## src/rtl/relu_ser_pkg.sv

```systemverilog
// Shared sizes, element/frame types and FSM state encoding for the
// ReLU output-side vector serializer.
package relu_ser_pkg;

  localparam int N_ELEM = 64;
  localparam int DATA_W = 16;
  localparam int IDX_W  = $clog2(N_ELEM);

  localparam logic [IDX_W-1:0] LAST_IDX = IDX_W'(N_ELEM - 1);

  typedef logic signed [DATA_W-1:0] elem_t;
  typedef elem_t [0:N_ELEM-1]        frame_t;

  typedef enum logic {
    IDLE,
    SEND
  } ser_state_t;

endpackage

```

## src/rtl/relu_frame_reg.sv

```systemverilog
// N_ELEM x DATA_W frame register with load enable and async active-low clear.
module relu_frame_reg
  import relu_ser_pkg::*;
(
  input  logic                             clk,
  input  logic                             rst_n,
  input  logic                             load,
  input  logic [0:N_ELEM-1][DATA_W-1:0]    d,
  output logic [0:N_ELEM-1][DATA_W-1:0]    q
);

  always_ff @(posedge clk or negedge rst_n) begin
    if (!rst_n) begin
      q <= '0;
    end else if (load) begin
      q <= d;
    end
  end

endmodule

```

## src/rtl/relu_vec_serializer.sv

```systemverilog
// Parallel frame in, one registered element per cycle out (valid/ready).
// Define SERIALIZER_PREFETCH_EN to add a shadow frame for bubble-free frames.
module relu_vec_serializer
  import relu_ser_pkg::*;
(
  input  logic                           clk,
  input  logic                           reset,
  input  logic                           valid_in,
  input  logic [0:N_ELEM-1][DATA_W-1:0]  input_data,
  output logic                           ready_out,
  output logic signed [DATA_W-1:0]       data_out,
  output logic [IDX_W-1:0]               index_out,
  output logic                           last_out,
  output logic                           valid_out,
  input  logic                           ready_in,
  output logic                           overrun
);

  ser_state_t       state, state_n;
  logic [IDX_W-1:0] idx_n;
  elem_t            data_n;
  logic             last_n, valid_n, ready_n, overrun_n;
  logic             take, last_beat, start, done, act_load;
  frame_t           act_src, act_q;

  relu_frame_reg u_active (
    .clk   (clk),
    .rst_n (reset),
    .load  (act_load),
    .d     (act_src),
    .q     (act_q)
  );

`ifdef SERIALIZER_PREFETCH_EN
  logic   shd_full, shd_full_n, shd_load;
  frame_t shd_q;

  relu_frame_reg u_shadow (
    .clk   (clk),
    .rst_n (reset),
    .load  (shd_load),
    .d     (input_data),
    .q     (shd_q)
  );
`endif

  always_comb begin
    state_n   = state;
    idx_n     = index_out;
    data_n    = data_out;
    last_n    = last_out;
    valid_n   = valid_out;
    overrun_n = overrun | (valid_in & ~ready_out);
    act_src   = input_data;
    take      = valid_in & ready_out;
    last_beat = (state == SEND) & ready_in & (index_out == LAST_IDX);
    start     = 1'b0;
    done      = 1'b0;
`ifdef SERIALIZER_PREFETCH_EN
    shd_load   = 1'b0;
    shd_full_n = shd_full;
`endif

    unique case (state)
      IDLE: start = take;
      SEND: begin
        if (last_beat) begin
`ifdef SERIALIZER_PREFETCH_EN
          if (shd_full) begin
            start      = 1'b1;
            act_src    = shd_q;
            shd_full_n = 1'b0;
          end else if (take) begin
            start = 1'b1;
          end else begin
            done = 1'b1;
          end
`else
          done = 1'b1;
`endif
        end else if (ready_in) begin
          idx_n  = index_out + 1'b1;
          data_n = act_q[index_out + 1'b1];
          last_n = ((index_out + 1'b1) == LAST_IDX);
        end
      end
    endcase

`ifdef SERIALIZER_PREFETCH_EN
    // In SEND, take implies the shadow is empty; on the last beat the frame goes straight to active.
    if ((state == SEND) && take && !last_beat) begin
      shd_load   = 1'b1;
      shd_full_n = 1'b1;
    end
`endif

    act_load = start;
    if (start) begin
      state_n = SEND;
      idx_n   = '0;
      data_n  = act_src[0];
      last_n  = (LAST_IDX == '0);
      valid_n = 1'b1;
    end else if (done) begin
      state_n = IDLE;
      idx_n   = '0;
      data_n  = '0;
      last_n  = 1'b0;
      valid_n = 1'b0;
    end

`ifdef SERIALIZER_PREFETCH_EN
    ready_n = (state_n == IDLE) | ~shd_full_n;
`else
    ready_n = (state_n == IDLE);
`endif
  end

  always_ff @(posedge clk or negedge reset) begin
    if (!reset) begin
      state     <= IDLE;
      index_out <= '0;
      data_out  <= '0;
      last_out  <= 1'b0;
      valid_out <= 1'b0;
      ready_out <= 1'b1;
      overrun   <= 1'b0;
    end else begin
      state     <= state_n;
      index_out <= idx_n;
      data_out  <= data_n;
      last_out  <= last_n;
      valid_out <= valid_n;
      ready_out <= ready_n;
      overrun   <= overrun_n;
    end
  end

`ifdef SERIALIZER_PREFETCH_EN
  always_ff @(posedge clk or negedge reset) begin
    if (!reset) begin
      shd_full <= 1'b0;
    end else begin
      shd_full <= shd_full_n;
    end
  end
`endif

endmodule

```

## config.mk

```make
export PLATFORM = sky130hd
export DESIGN_NAME = relu_vec_serializer
export DESIGN_NICKNAME = d
export VERILOG_FILES = /design/src/rtl/relu_ser_pkg.sv /design/src/rtl/relu_frame_reg.sv /design/src/rtl/relu_vec_serializer.sv
export SDC_FILE = /design/constraint.sdc
export NUM_CORES = 2
export LEC_CHECK = 0
export ABC_CLOCK_PERIOD_IN_PS = 7400
export BUFFER_PORTS_ARGS = -buffer_cell sky130_fd_sc_hd__buf_4
export CAP_MARGIN = 25
export CORE_AREA = 2 2 408 410
export CTS_BUF_LIST = sky130_fd_sc_hd__clkbuf_16
export DETAILED_ROUTE_END_ITERATION = 10
export DIE_AREA = 0 0 410 412
export SYNTH_ARGS = -nofsm -noshare
export SYNTH_HDL_FRONTEND = slang
export SYNTH_SLANG_ARGS = --single-unit
```

## constraint.sdc

```tcl
create_clock -name clk -period 7.4 [get_ports clk]
set_input_delay 0.37 -clock clk [delete_from_list [all_inputs] [get_ports clk]]
set_output_delay 0.37 -clock clk [all_outputs]
set_load 0.02 [all_outputs]
```

Word-level counts from Yosys, hierarchy flattened
Cells that the tools add are included.

cells by class
  add/sub/neg operators = 1
  $mul = 0
  div/mod/pow operators = 0
  magnitude comparators = 1
  eq/ne operators = 3
  shift operators = 0
  mux-type cells = 25
  bitwise logic cells = 8
  reductions and logical operators = 4

operator list
  operator             count
  $mux 16              7
  $bmux 16 s6          1
  $mux 6               5
  $eq 6x6->1 const B   2
  $mux 1               12
  $ge 7x7->1 const B   1
  $not 6->7            1
  $add 6x1->6 const B  1
  $reduce_bool 3->1    2
  $and 1x1->1          4
  $ne 3x1->1 const B   1
  $reduce_and 3->1     1
  $not 1->1            2
  $reduce_bool 2->1    1
  $or 1x1->1           1

word-level totals
  bits in registers = 1051
  bits in latches = 0
  memory bits (writable) = 0
  ROM bits = 0
  bits of input ports = 1028
  output and inout port bits = 26
  memories kept = 0

Longest topological paths before layout
  depth after elaboration = 10
  mapped depth = 13
  depth with buffers taken out = 7

Cells and area by module
A second synthesis with hierarchy kept.

second synthesis, totals
  cells, all modules = 3035
  area, all modules = 48911.9 um^2

modules (own cells, without submodules)
  module               instances  cells each  area an instance (um^2)  seq. area each (um^2)
  relu_frame_reg       1          2162        39334.0                  25624.6
  relu_vec_serializer  1          873         9577.9                   676.9

Least setup slack after synthesis
Ideal clock, no wire load.

  path kind = reg-to-reg
  start point = register index_out[0]
  end point = register data_out[2]
  setup time = 0.129 ns
  data arrival time = 2.694 ns
  data required time = 7.271 ns
  path slack = 4.577 ns
  stages on the path, launching flop included = 13
  cells stage by stage = dfrtp_1 -> buf_2 -> buf_6 -> buf_4 -> inv_1 -> ha_1 -> buf_2 -> buf_2 -> buf_2 -> buf_2 -> mux4_2 -> o211ai_1 -> nand3_1

between the ends
  word-level cells in the longest chain between the ends = 10

ends and longest elaborated chain
  what                                        RTL line                    source
  from (decl)                                 relu_vec_serializer.sv:12   output logic [IDX_W-1:0] index_out,
  from (signal assigned)                      relu_vec_serializer.sv:130  index_out <= idx_n;
  $add 6x1->6                                 relu_vec_serializer.sv:83   data_n = act_q[index_out + 1'b1];
  $not 6->7 (implied by the code)             relu_vec_serializer.sv:83
  $bmux 16 s6                                 relu_vec_serializer.sv:83
  $mux 16 (implied by the code) (2 in a row)  relu_vec_serializer.sv:83
  $mux 16                                     relu_vec_serializer.sv:81   end else if (ready_in) begin
  $mux 16                                     relu_vec_serializer.sv:67   if (last_beat) begin
  $mux 16                                     relu_vec_serializer.sv:64   unique case (state)
  $mux 16                                     relu_vec_serializer.sv:104  end else if (done) begin
  $mux 16                                     relu_vec_serializer.sv:98   if (start) begin
  to (signal assigned)                        relu_vec_serializer.sv:131  data_out <= data_n;
  to (decl)                                   relu_vec_serializer.sv:11   output logic signed [DATA_W-1:0] data_out,

Parallel ways exist; a longest one is shown, timed or not. The select of a mux whose other input is x is not followed.
A chain may end at the register's enable or synchronous reset.

Worst setup path in the final report
  start point = register index_out[0]
  end point = register data_out[14]

Same word-level chain as after synthesis.

==> metrics <==
status=finished, violations left; violated checks=max-slew violations; crit path cell chain=ha_1 > xor2_4 > buf_4 > buf_4 > mux4_2 > mux2i_1 > nand2_1 > nand3_1 > o211ai_1; Wirelength per Cell=23.8 um; vias in the first global route=47600; Die Area=169000 um2; H-tree depth=3; DRC errors left=0; worst-path fanout max=29; CTS Buf Count=116; EDFF count, synth=0; tightest hold margin=73.1 ps; Vias per Instance=4.93; fin worst setup slack=2750 ps; CP Capture Type=register; nets@finish=8159; setup violators final=0; Initial Util=29.0%; die height=412 um; Buf/Inv on CP=2; Net Count, Synth=6248; CTS clk-pin slew, worst paths=60 ps; first-pass GRT wire length=320 mm; GR peak layer=met2; post-synth top area share=55.2%; grt met3 use=4.90%; Fin. Hold Viols=0; Detailed Route Iter0 Violations=4890; Synth Register Bits=1051; Clock Latency Late Sink=760 ps; # clock sinks=1051; Buffers on Ports=1053; PnR Total Power=23.0 mW; Max-Cap Viols=0; fin cells=9435; GRT overflow=0; fin area=71800 um2; Place WS=2560 ps; ys flop type=dfrtp_1; drt total wl=225 mm; GRT met2 Usage=39.4%; Ys Warns=0; WP data arrival=5260 ps; post-synthesis cell count=5218; Layout area overhead=50.7%; synth top area cells=dfrtp_1, nand2_1, mux4_2, clkbuf_1, mux2i_1; Util after Layout=43.7%; Worst-Margin Slew=1530 ps; total iterations of the first detailed-routing run=7; final worst-path cycle share=62.9%; CTS tree=yes; total track usage=25.9%; Synth area leader=dfrtp_1; CORE AREA=164000 um2; initial antenna violation count=38; Max VDD drop=0.000316 V; clk root buf=clkbuf_16; Post-CTS Setup Repair Bufs=0; crit-path max cell delay=790 ps; Netlist Area Pre-Place=47600 um2; Worst EP required=8000 ps; Power Density=320 nW/um2; Rel. slew slack=-2.08%; GR Util met1=34.0%; Worst Skew=21.0 ps; unrepaired setup endpoints after global routing=false; # rows=149; Max Transition Viols Final=40; layout cells sized above 1=21.1%; Hold WC Path Type=in -> reg; Critical Path Slowest Stage Cell=dfrtp_4; r2r setup slk=2750 ps; placed cell count=8174; CP top delay family=multiplexers; final setup TNS=0 ps; DR vias=46500; clock period minus worst slack=4650 ps; synthesized area per cell=9.12 um2; placed cell areas=57500 um2; Fmax=215 MHz; Synth cell types=48; Critical Path Source Type=register; CP dominant cell by count=buf_4; # IOs=1054; Post-synth ARST share=100%; largest net degree at the start of global routing=257; Routability Congestion=0.919; Die W=410 um; CTS max path bufs=3; hpwl dp=161 mm; Seq/Total Area, Yosys=55.3%; P_leak=36.2 nW; ANT nets after route=0; Setup CP Type=reg -> reg
-- tightest hold or removal path, delay by kind of cell --
| family | cells | cell delay (ps) |
|---|---|---|
| buffers and inverters | 1 | 110 |
| and+or+nand+nor | 2 | 280 |
-- kinds of logic (layout without fill, tap and decap cells) --
family	after synthesis	in the layout	share of synthesized area, %
simple gates	3368	3368	26.9
xor+xnor	6	6	0.166
flops	1051	1051	55.3
fa+ha+maj	2	2	0.0526
buf+inv	344	2353	3.01
other cells	0	19	0
compound gates	154	154	2.33
mux	293	293	12.3
-- flip-flops by register name, indices dropped and copies added (netlist names) --
name        cells
u_active.q   1024
data_out       16
index_out       6
last_out        1
overrun         1
ready_out       1
state           1
valid_out       1
-- final cells by class --
class | instances | area [um2]
well taps | 2189 | 2740
multi-input cells | 3823 | 20000
clock inverters | 98 | 941
clock buffers | 118 | 2950
diodes | 19 | 47.5
inverters | 7 | 26.3
fillers | 15300 | 92500
flip-flops and latches | 1051 | 26300
repair buffers | 2130 | 18800
-- cells in the final DEF, fill, tap and decap left out, types with 4 or more instances in the layout --
cell type      instances
a21oi_1               27
a22oi_1               21
a311oi_1               7
a31oi_1               24
a32o_1                18
a32oi_1               10
and3_1                 4
buf_12                17
buf_4               1086
bufinv_16             15
clkbuf_16            118
clkinv_1              24
clkinv_2              17
clkinv_4               4
clkinvlp_4             6
dfrtp_1             1049
diode_2               19
dlygate4sd3_1       1025
inv_1                 28
inv_6                  5
mux2i_1               59
mux4_2               234
nand2_1             3268
nand3_1               57
nand4_1               12
nor2_1                12
o211ai_1              15
o21ai_0                5
o21ai_1               10
-- Yosys cell counts (4+ instances only) --
cell type / number
inv_1: 7
nor2_1: 16
o211ai_1: 15
buf_4: 18
and3_1: 4
o21ai_1: 12
a31oi_1: 24
a32oi_1: 10
dfrtp_1: 1050
a32o_1: 18
o21ai_0: 5
clkbuf_1: 264
a22oi_1: 21
buf_2: 49
nand3_1: 57
mux2i_1: 59
a311oi_1: 7
a21oi_1: 27
buf_1: 4
nand2_1: 3268
nand4_1: 12
mux4_2: 234
-- where the power goes --
part / switching [mW] / total (mW) / internal [mW]
Combinational: 4.89 / 8.48 / 3.59
Clock: 2.59 / 6.02 / 3.43
Sequential: 1.20 / 8.47 / 7.27
-- routing by layer --
layer / vias to the layer above / wire length (um)
met2: 2207 / 100000
li1: 20500 / -
met1: 23100 / 92700
met3: 689 / 15200
met5: - / 119
met4: 20 / 16400
-- worst paths after layout --
| check | from | endpoint | depth (start not counted) |
|---|---|---|---|
| setup / recovery | index_out[0]$_DFFE_PN0P_ | data_out[14]$_DFFE_PN0P_ | 9 |
| hold / removal | input_data[1023] | u_active.q[1023]$_DFFE_PN0P_ | 3 |
| setup reg to reg | index_out[0]$_DFFE_PN0P_ | data_out[14]$_DFFE_PN0P_ | 9 |
| hold reg to reg | u_active.q[1016]$_DFFE_PN0P_ | u_active.q[1016]$_DFFE_PN0P_ | 2 |
| max in group asynchronous | reset | u_active.q[986]$_DFFE_PN0P_ | 4 |
| min in group asynchronous | reset | u_active.q[385]$_DFFE_PN0P_ | 2 |
-- repair_timing --
action / CTS / global route
endpoints found under the hold margin: 1127 / 0
gates resized for setup: 0 / 0
hold buffers: 1025 / 0
No activity file was read; power rests on OpenSTA's default activity.
